`config.mk`:
```
export PLATFORM = sky130hd
export DESIGN_NAME = mux_2to1_flat
export DESIGN_NICKNAME = d
export VERILOG_FILES = /design/src/rtl/mux_2to1_if.sv /design/src/rtl/mux_2to1.sv /design/src/flat_wrapper.sv
export SDC_FILE = /design/constraint.sdc
export NUM_CORES = 1
export LEC_CHECK = 0
export CAP_MARGIN = 20
export CORE_AREA = 3 3 40 42
export DETAILED_ROUTE_END_ITERATION = 16
export DIE_AREA = 0 0 43 45
export GPL_TIMING_DRIVEN = 0
export PLACE_DENSITY = 0.68
export SKIP_CTS_REPAIR_TIMING = 1
export SLEW_MARGIN = 15
export SYNTH_ARGS = -nofsm -noshare
export SYNTH_HDL_FRONTEND = slang
export SYNTH_SLANG_ARGS = --single-unit
```
`constraint.sdc`:
```
create_clock -name clk -period 2.8 [get_ports clk]
set_input_delay 0.56 -clock clk [delete_from_list [all_inputs] [get_ports clk]]
set_output_delay 0.56 -clock clk [all_outputs]
set_load 0.02 [all_outputs]
```
`src/rtl/mux_2to1_if.sv`:
```
// Signal bundle for mux_2to1: data/select inputs plus the combinational and
// registered outputs. The bench drives the master side and the mux implements the slave side.
interface mux_2to1_if #(
    parameter int WIDTH = 1,
    parameter int CNT_W = 8
);
    logic [WIDTH-1:0] a;
    logic [WIDTH-1:0] b;
    logic             sel;
    logic [WIDTH-1:0] y;
    logic [WIDTH-1:0] y_q;
    logic             sel_q;
    logic [CNT_W-1:0] toggle_cnt;

    modport master (
        output a, b, sel,
        input  y, y_q, sel_q, toggle_cnt
    );

    modport slave (
        input  a, b, sel,
        output y, y_q, sel_q, toggle_cnt
    );
endinterface

```
`src/rtl/mux_2to1.sv`:
```
// 2:1 multiplexer with a combinational output and a registered copy. It also
// keeps a saturating count of sampled select changes for observability.
module mux_2to1 #(
    parameter int WIDTH = 1,
    parameter int CNT_W = 8
) (
    input  logic          clk,
    input  logic          rst,
    mux_2to1_if.slave     bus
);
    logic [WIDTH-1:0] y_c;
    logic [WIDTH-1:0] y_r;
    logic             sel_r;
    logic [CNT_W-1:0] cnt_r;

    // Pure function of the inputs; no clock or reset in this path.
    always_comb begin
        y_c = bus.sel ? bus.b : bus.a;
    end

    always_ff @(posedge clk) begin
        if (rst) begin
            y_r   <= '0;
            sel_r <= 1'b0;
            cnt_r <= '0;
        end else begin
            y_r   <= y_c;
            sel_r <= bus.sel;
            // Compare against the previously sampled select, so glitches between edges never count.
            if ((bus.sel != sel_r) && (cnt_r != '1)) begin
                cnt_r <= cnt_r + 1'b1;
            end
        end
    end

    assign bus.y          = y_c;
    assign bus.y_q        = y_r;
    assign bus.sel_q      = sel_r;
    assign bus.toggle_cnt = cnt_r;
endmodule

```
`src/flat_wrapper.sv`:
```
// flat-port wrapper written by rule: the top's interface ports become plain ports
module mux_2to1_flat 
#(
    parameter int WIDTH = 1,
    parameter int CNT_W = 8
)
  (clk, rst, bus_a, bus_b, bus_sel, bus_y, bus_y_q, bus_sel_q, bus_toggle_cnt);
  mux_2to1_if #(.WIDTH(WIDTH), .CNT_W(CNT_W)) bus_i ();
  input  logic clk;
  input  logic rst;
  input wire logic [$bits(bus_i.a)-1:0] bus_a;
  input wire logic [$bits(bus_i.b)-1:0] bus_b;
  input wire logic [$bits(bus_i.sel)-1:0] bus_sel;
  output wire logic [$bits(bus_i.y)-1:0] bus_y;
  output wire logic [$bits(bus_i.y_q)-1:0] bus_y_q;
  output wire logic [$bits(bus_i.sel_q)-1:0] bus_sel_q;
  output wire logic [$bits(bus_i.toggle_cnt)-1:0] bus_toggle_cnt;
  assign bus_i.a = bus_a;
  assign bus_i.b = bus_b;
  assign bus_i.sel = bus_sel;
  assign bus_y = bus_i.y;
  assign bus_y_q = bus_i.y_q;
  assign bus_sel_q = bus_i.sel_q;
  assign bus_toggle_cnt = bus_i.toggle_cnt;
  mux_2to1 #(.WIDTH(WIDTH), .CNT_W(CNT_W)) u_core (.clk(clk), .rst(rst), .bus(bus_i));
endmodule
```
== Word level (Yosys, flattened, before mapping) ==
Index checks and enable logic that the tools add are counted.

* Bits in registers: 10
* Input port bits: 5
* Output and inout bits: 11
* Logic and storage cells: 8

* Add/subtract/negate cells: 1
* Equal/unequal tests: 2
* Multiplexer cells: 1
* Reductions and logical operators: 1

{| class="wikitable"
|+ Operators by type and width
! operator !! count
|-
| $add A8 B1 Y8 const B || 1
|-
| $ne A8 B8 Y1 const B || 1
|-
| $logic_and A1 B1 Y1 || 1
|-
| $mux W1 || 1
|-
| $ne A1 B1 Y1 || 1
|}

== Depth between registers and ports, before layout ==
Gate-level depths: netlist of the first run.

* Depth in word-level cells: 2
* Gate-level depth with buffers: 5
* Gate-level depth less buffers: 4

== Worst setup path before layout of the first run ==
OpenSTA, ideal clock, no wires.

* Kind: reg-to-reg
* Start: register u_core.cnt_r[0] (netlist: u_core.bus.toggle_cnt[0])
* End: register u_core.cnt_r[0] (netlist: u_core.bus.toggle_cnt[0])
* Arrival time: 1511 ps
* Required time: 2677 ps
* Path slack: 1166 ps
* Stages on the path, launching flop included: 6
* Buffers on the path: 1
* Clock period less this slack: 1634 ps
* Cells stage by stage: dfxtp_1 > ha_1 > and3_1 > buf_2 > a21oi_1 > mux2_1

* Word-level cells in the longest chain between the ends: 2

{| class="wikitable"
|+ RTL lines
! what !! RTL line !! source
|-
| start: declaration || mux_2to1.sv:14 || <nowiki>logic [CNT_W-1:0] cnt_r;</nowiki>
|-
| start signal: assignment || mux_2to1.sv:31 || <nowiki>cnt_r <= cnt_r + 1'b1;</nowiki>
|-
| branches (longest 2 deep; another with $add A8 B1 Y8) || n/a ||
|}

Several ways; the timed one is not identified.
A chain may end at the register's enable or synchronous reset.

== Worst setup path after layout of the first run ==
* Start: input port bus_sel
* End: output port bus_y

* Word-level cells in the longest chain between the ends: 1

{| class="wikitable"
|+ RTL lines
! what !! RTL line !! source
|-
| start: declaration || flat_wrapper.sv:13 || <nowiki>input wire logic [$bits(bus_i.sel)-1:0] bus_sel;</nowiki>
|-
| $mux W1 || mux_2to1.sv:18 || <nowiki>y_c = bus.sel ? bus.b : bus.a;</nowiki>
|-
| end: declaration || flat_wrapper.sv:14 || <nowiki>output wire logic [$bits(bus_i.y)-1:0] bus_y;</nowiki>
|}

Every way passes these cells.

==> results of run 1 <==
[cells in the final DEF (no fill, tap or decap)]
master            n
clkdlybuf4s50_1  15
dfxtp_1          10
a21oi_1           5
nor2b_1           5
a211oi_1          3
clkbuf_4          3
and4_1            2
nor3_1            2
nand2b_1          2
and3_1            2
nor2_1            2
nand3_1           2
a311oi_1          2
and4b_1           2
mux2_2            1
clkbuf_1          1
xnor2_1           1
nand2_1           1
xor2_2            1
buf_2             1
mux2i_1           1
mux2_1            1
a31oi_1           1
a41oi_1           1
nand4_1           1
mux2_4            1
ha_1              1
[per-layer routing]
layer | up-vias | track usage
met5 | - | 0
met4 | 0 | 0.0904
met3 | 2 | 0.0398
met2 | 14 | 0.210
met1 | 228 | 0.182
li1 | 237 | -
[path summary, 6_finish.rpt]
path,startpoint,to,slack (ps),depth (start not counted)
worst min register to register,u_core.bus.toggle_cnt[1]$_SDFFE_PP0P_,u_core.bus.toggle_cnt[1]$_SDFFE_PP0P_,530,2
worst max-delay path,bus_sel,bus_y,180,3
worst max register to register,u_core.bus.toggle_cnt[0]$_SDFFE_PP0P_,u_core.bus.toggle_cnt[0]$_SDFFE_PP0P_,1090,5
worst min-delay path,u_core.bus.toggle_cnt[1]$_SDFFE_PP0P_,u_core.bus.toggle_cnt[1]$_SDFFE_PP0P_,530,2
[power by group through the flow]
| stage | Sequential [uW] | Combinational (uW) | Clock (uW) |
|---|---|---|---|
| after floorplan | 164 | 21.9 | 0 |
| after global placement | 158 | 53.4 | 0 |
| after detailed placement | 158 | 54.6 | 0 |
| after CTS | 155 | 54.8 | 101 |
| after global routing | 155 | 59.5 | 111 |
| final | 155 | 54.1 | 97.8 |
[logic make-up (layout without fill, tap and decap cells)]
group / Yosys count / in the layout / synth area share
AND/OR/NAND/NOR: 21 / 21 / 0.260
flip-flops: 10 / 10 / 0.396
XOR/XNOR: 2 / 2 / 0.0495
AO/OA/AOI/OAI: 12 / 12 / 0.158
multiplexers: 4 / 4 / 0.0940
adder cells (fa/ha/maj): 1 / 1 / 0.0247
buffers and inverters: 2 / 20 / 0.0173
[layout make-up]
class | count | area [um^2]
Buffer | 2 | 8.76
Clock buffer | 3 | 22.5
Fill cell | 136 | 588
Multi-Input combinational cell | 40 | 297
Sequential cell | 10 | 200
Tap cell | 15 | 18.8
Timing Repair Buffer | 15 | 150
[registers in the layout, indices dropped and copies added (netlist names)]
name                   cells
u_core.bus.y_q             1
u_core.bus.toggle_cnt      8
u_core.bus.sel_q           1
[metrics by stage]
stage	hold WS (ps)	area, um^2
finish	533	697
global route	586	697
CTS	531	697
detailed placement	522	674
global placement	511	674
floorplan	580	505
[critical path: stages]
cell	delay (ps)
clkdlybuf4s50_1	590
mux2_2	370
clkdlybuf4s50_1	540
==> impl_metrics.tcl, run 1 <==
set metrics [dict create \
    final-hold-violation-count 0 \
    setup_viol 0 \
    wl_met1_um 560 \
    num_io_pins 16 \
    synth_area_leader_cell "dfxtp_1" \
    critPathMaxFanout 4 \
    swShare 0.266 \
    comb_power_share 0.176 \
    yosys-top-cells-count "dfxtp_1, a21oi_1, nor2b_1" \
    seqPwrFrac 0.505 \
    min_path_type "register to register" \
    synthCells 52 \
    syn2layout_area_growth_pct 37.9 \
    cts_tree "yes" \
    clkLatencyLatePin_ps 260 \
    core_area_um2 1280 \
    cts_sinks 10 \
    die_x_um 43 \
    synth_top_area_frac 0.396 \
    die-area_um2 1940 \
    start_kind "input pin" \
    dp_hpwl_um 867 \
    p_leak_uw 0.000261 \
    grt_pass1_vias 440 \
    ys_seq_area_frac 0.396 \
    grt_pass1_wl_mm 2.02 \
    synth.area.top_cells "dfxtp_1, nor2b_1, a21oi_1, a211oi_1, and4b_1" \
    dp_cells 82 \
    floorplan.initialDensity 0.393 \
    tns_ps 0 \
    outcome "finished clean" \
    final_nets 78 \
    overflow 0 \
    wl_mm 1.20 \
    dpl_worst_slack_ps 177 \
    async_flop_share 0 \
    drive_gt1_frac 0.100 \
    ys.flop_type "dfxtp_1" \
    peakVddDrop_v 0.000198 \
    drv_slew 0 \
    cap_violations 0 \
    place_congestion 0.778 \
    wl_per_cell_um 14.1 \
    synth.most_common_cell "dfxtp_1" \
    cts_buffers 3 \
    cts.clk_slew.worst_paths_ps 70 \
    dr_wl_met2_um 562 \
    syn-num-nets 58 \
    ant_nets 0 \
    grt_usage 0.142 \
    intPower_uw 225 \
    synth_area_um2 505 \
    finalCoreUtilization 0.542 \
    period_minus_slack_ps 2620 \
    ys_warn_count 0 \
    port_buffers 15 \
    synth_edf_count 0 \
    total_power_uw 306 \
    antenna_found_initial 0 \
    die_h_um 45 \
    grt_max_degree 11 \
    rsz0062_at_grt "no" \
    cp_data_arrival_time_ps 2060 \
    switchingPower_uw 81.6 \
    ys_ff_latch 10 \
    drtPass1Iterations 4 \
    antenna_cells 0 \
    critPathRequiredTime_ps 2240 \
    synth.avg_cell_area_um2 9.72 \
    worst_slew_pin_slew_ps 451 \
    period_share 0.935 \
    ys_types 25 \
    slew_headroom 0.699 \
    root_buffer "clkbuf_4" \
    clkPwrFrac 0.319 \
    worstSetupPathType "input pin to output port" \
    cp-end-kind "output port" \
    wl_met3_um 61 \
    via_per_inst 5.66 \
    power_density_nw_per_um2 440 \
    route.detailed.drc 0 \
    finClkSkew_ps 2.72 \
    instances_no_fill 85 \
    worst_slack_ps 181 \
    cts.path.max_buffers 2 \
    drt_iter0_drc 10 \
    num_rows 13 \
    cts-htree-levels 1 \
    vias 481 \
    max_freq_mhz 382 \
    routed.top_layer "met4" \
]
Note: power is estimated with default switching activity, not from simulation.
==> inputs of run 2 (changes only) <==
Settings changed: CORE_AREA 3 3 40 42 to 3 3 49 51, DIE_AREA 0 0 43 45 to 0 0 52 54, PLACE_DENSITY 0.68 to not set.
==> run 2 against run 1 <==
  * Clock power rose by 0.4%
  * Combinational power is essentially flat
  * First-iteration DRC count fell by 70%
  * Non-clock buffer count unchanged
  * Sequential cell count stayed put
  * Sequential power barely moved
  * Hold slack improved by 2.3 ps
  * Global-route usage shrank 4.3 points
==> impl_metrics.tcl, run 2 (synthesized netlist as in run 1, its figures left out) <==
set metrics [dict create \
    peakVddDrop_v 0.000163 \
    num_io_pins 16 \
    p_leak_uw 0.000261 \
    antenna_found_initial 0 \
    cts.clk_slew.worst_paths_ps 60 \
    wl_met1_um 518 \
    cts_tree "yes" \
    drv_slew 0 \
    rsz0062_at_grt "no" \
    power_density_nw_per_um2 431 \
    slew_headroom 0.710 \
    worstSetupPathType "input pin to output port" \
    worst_slack_ps 179 \
    setup_viol 0 \
    cts_buffers 3 \
    path_delay_family "buffers and inverters" \
    final_common_cell "clkdlybuf4s50_1" \
    routed.top_layer "met4" \
    cts_sinks 10 \
    drtPass1Iterations 4 \
    cts.path.max_buffers 2 \
    grt_usage 0.0988 \
    crit_slowest_cell "clkdlybuf4s50_1" \
    port_buffers 15 \
    finalCoreUtilization 0.359 \
    cp_data_arrival_time_ps 2060 \
    dpl_worst_slack_ps 179 \
    vias 467 \
    via_per_inst 4.81 \
    dp_hpwl_um 861 \
    critPathMaxFanout 4 \
    outcome "finished clean" \
    clkLatencyLatePin_ps 260 \
    grt_pass1_wl_mm 1.94 \
    wl_per_cell_um 11.9 \
    final_nets 78 \
    num_rows 16 \
    crit_top_cell "clkdlybuf4s50_1" \
    syn2layout_area_growth_pct 40.8 \
    final_cell_mix "clkdlybuf4s50_1, dfxtp_1, a21oi_1, nor2b_1" \
    die_x_um 52 \
    antenna_cells 0 \
    floorplan.initialDensity 0.255 \
    overflow 0 \
    max_freq_mhz 382 \
    dr_wl_met2_um 547 \
    path_buf_inv 2 \
    critical_path.cell_chain "clkdlybuf4s50_1 > mux2_2 > clkdlybuf4s50_1" \
    drive_gt1_frac 0.100 \
    grt_max_degree 11 \
    start_kind "input pin" \
    finClkSkew_ps 0.585 \
    critPathRequiredTime_ps 2240 \
    cts-htree-levels 1 \
    min_path_type "register to register" \
    route.detailed.drc 0 \
    root_buffer "clkbuf_4" \
    worst_slew_pin_slew_ps 434 \
    grt_pass1_vias 439 \
    place_congestion 0.685 \
    drt_iter0_drc 3 \
    ant_nets 0 \
    period_minus_slack_ps 2620 \
    final-hold-violation-count 0 \
    critical_path.max_stage_delay_ps 580 \
    cap_violations 0 \
    die-area_um2 2810 \
    core_area_um2 1980 \
    cp-end-kind "output port" \
    tns_ps 0 \
    wl_met3_um 46 \
    largest_reg_flops 8 \
    period_share 0.936 \
    wl_mm 1.16 \
    holdWs_ps 535 \
    die_h_um 54 \
]
## run 2: cell counts in the layout (fill, tap and decap cells not counted)
No cell type changed its count.
## run 2: through the flow
| step | area, um^2 | std cells | total power [uW] |
|---|---|---|---|
| floorplan | 505 | 52 | 186 |
| global placement | 689 | 94 | 212 |
| detailed placement | 689 | 94 | 213 |
| CTS | 712 | 97 | 313 |
| global route | 712 | 97 | 326 |
| finish | 712 | 97 | 307 |
## run 2: worst register-to-register path, stage by stage, from the launching register on
cell     delay (ps)
dfxtp_1         340
ha_1            260
and3_1          190
buf_2           140
a21oi_1         250
mux2_1          350
## run 2: routing by layer
metal,GRT usage,vias up
li1,-,235
met1,0.108,216
met2,0.151,11
met3,0.0332,5
met4,0.0917,0
met5,0,-
## run 2: path summary, 6_finish.rpt
path	from	end	slack, ps	cells past startpoint
worst min-delay path	u_core.bus.toggle_cnt[1]$_SDFFE_PP0P_	u_core.bus.toggle_cnt[1]$_SDFFE_PP0P_	530	2
worst min register to register	u_core.bus.toggle_cnt[1]$_SDFFE_PP0P_	u_core.bus.toggle_cnt[1]$_SDFFE_PP0P_	530	2
worst max register to register	u_core.bus.toggle_cnt[0]$_SDFFE_PP0P_	u_core.bus.toggle_cnt[0]$_SDFFE_PP0P_	1150	5
worst max-delay path	bus_sel	bus_y	180	3
## run 2: power breakdown
group	internal [uW]	total (uW)	switching, uW
registers	148	155	6.35
clock network	49.7	98.2	48.5
logic	27.3	54.2	26.9
total	225	307	81.7
## run 2: layout make-up
class / instances / area (um^2)
Timing Repair Buffer: 15 / 150
Multi-Input combinational cell: 40 / 297
Buffer: 2 / 8.76
Clock buffer: 3 / 22.5
Tap cell: 27 / 33.8
Fill cell: 201 / 1270
Sequential cell: 10 / 200
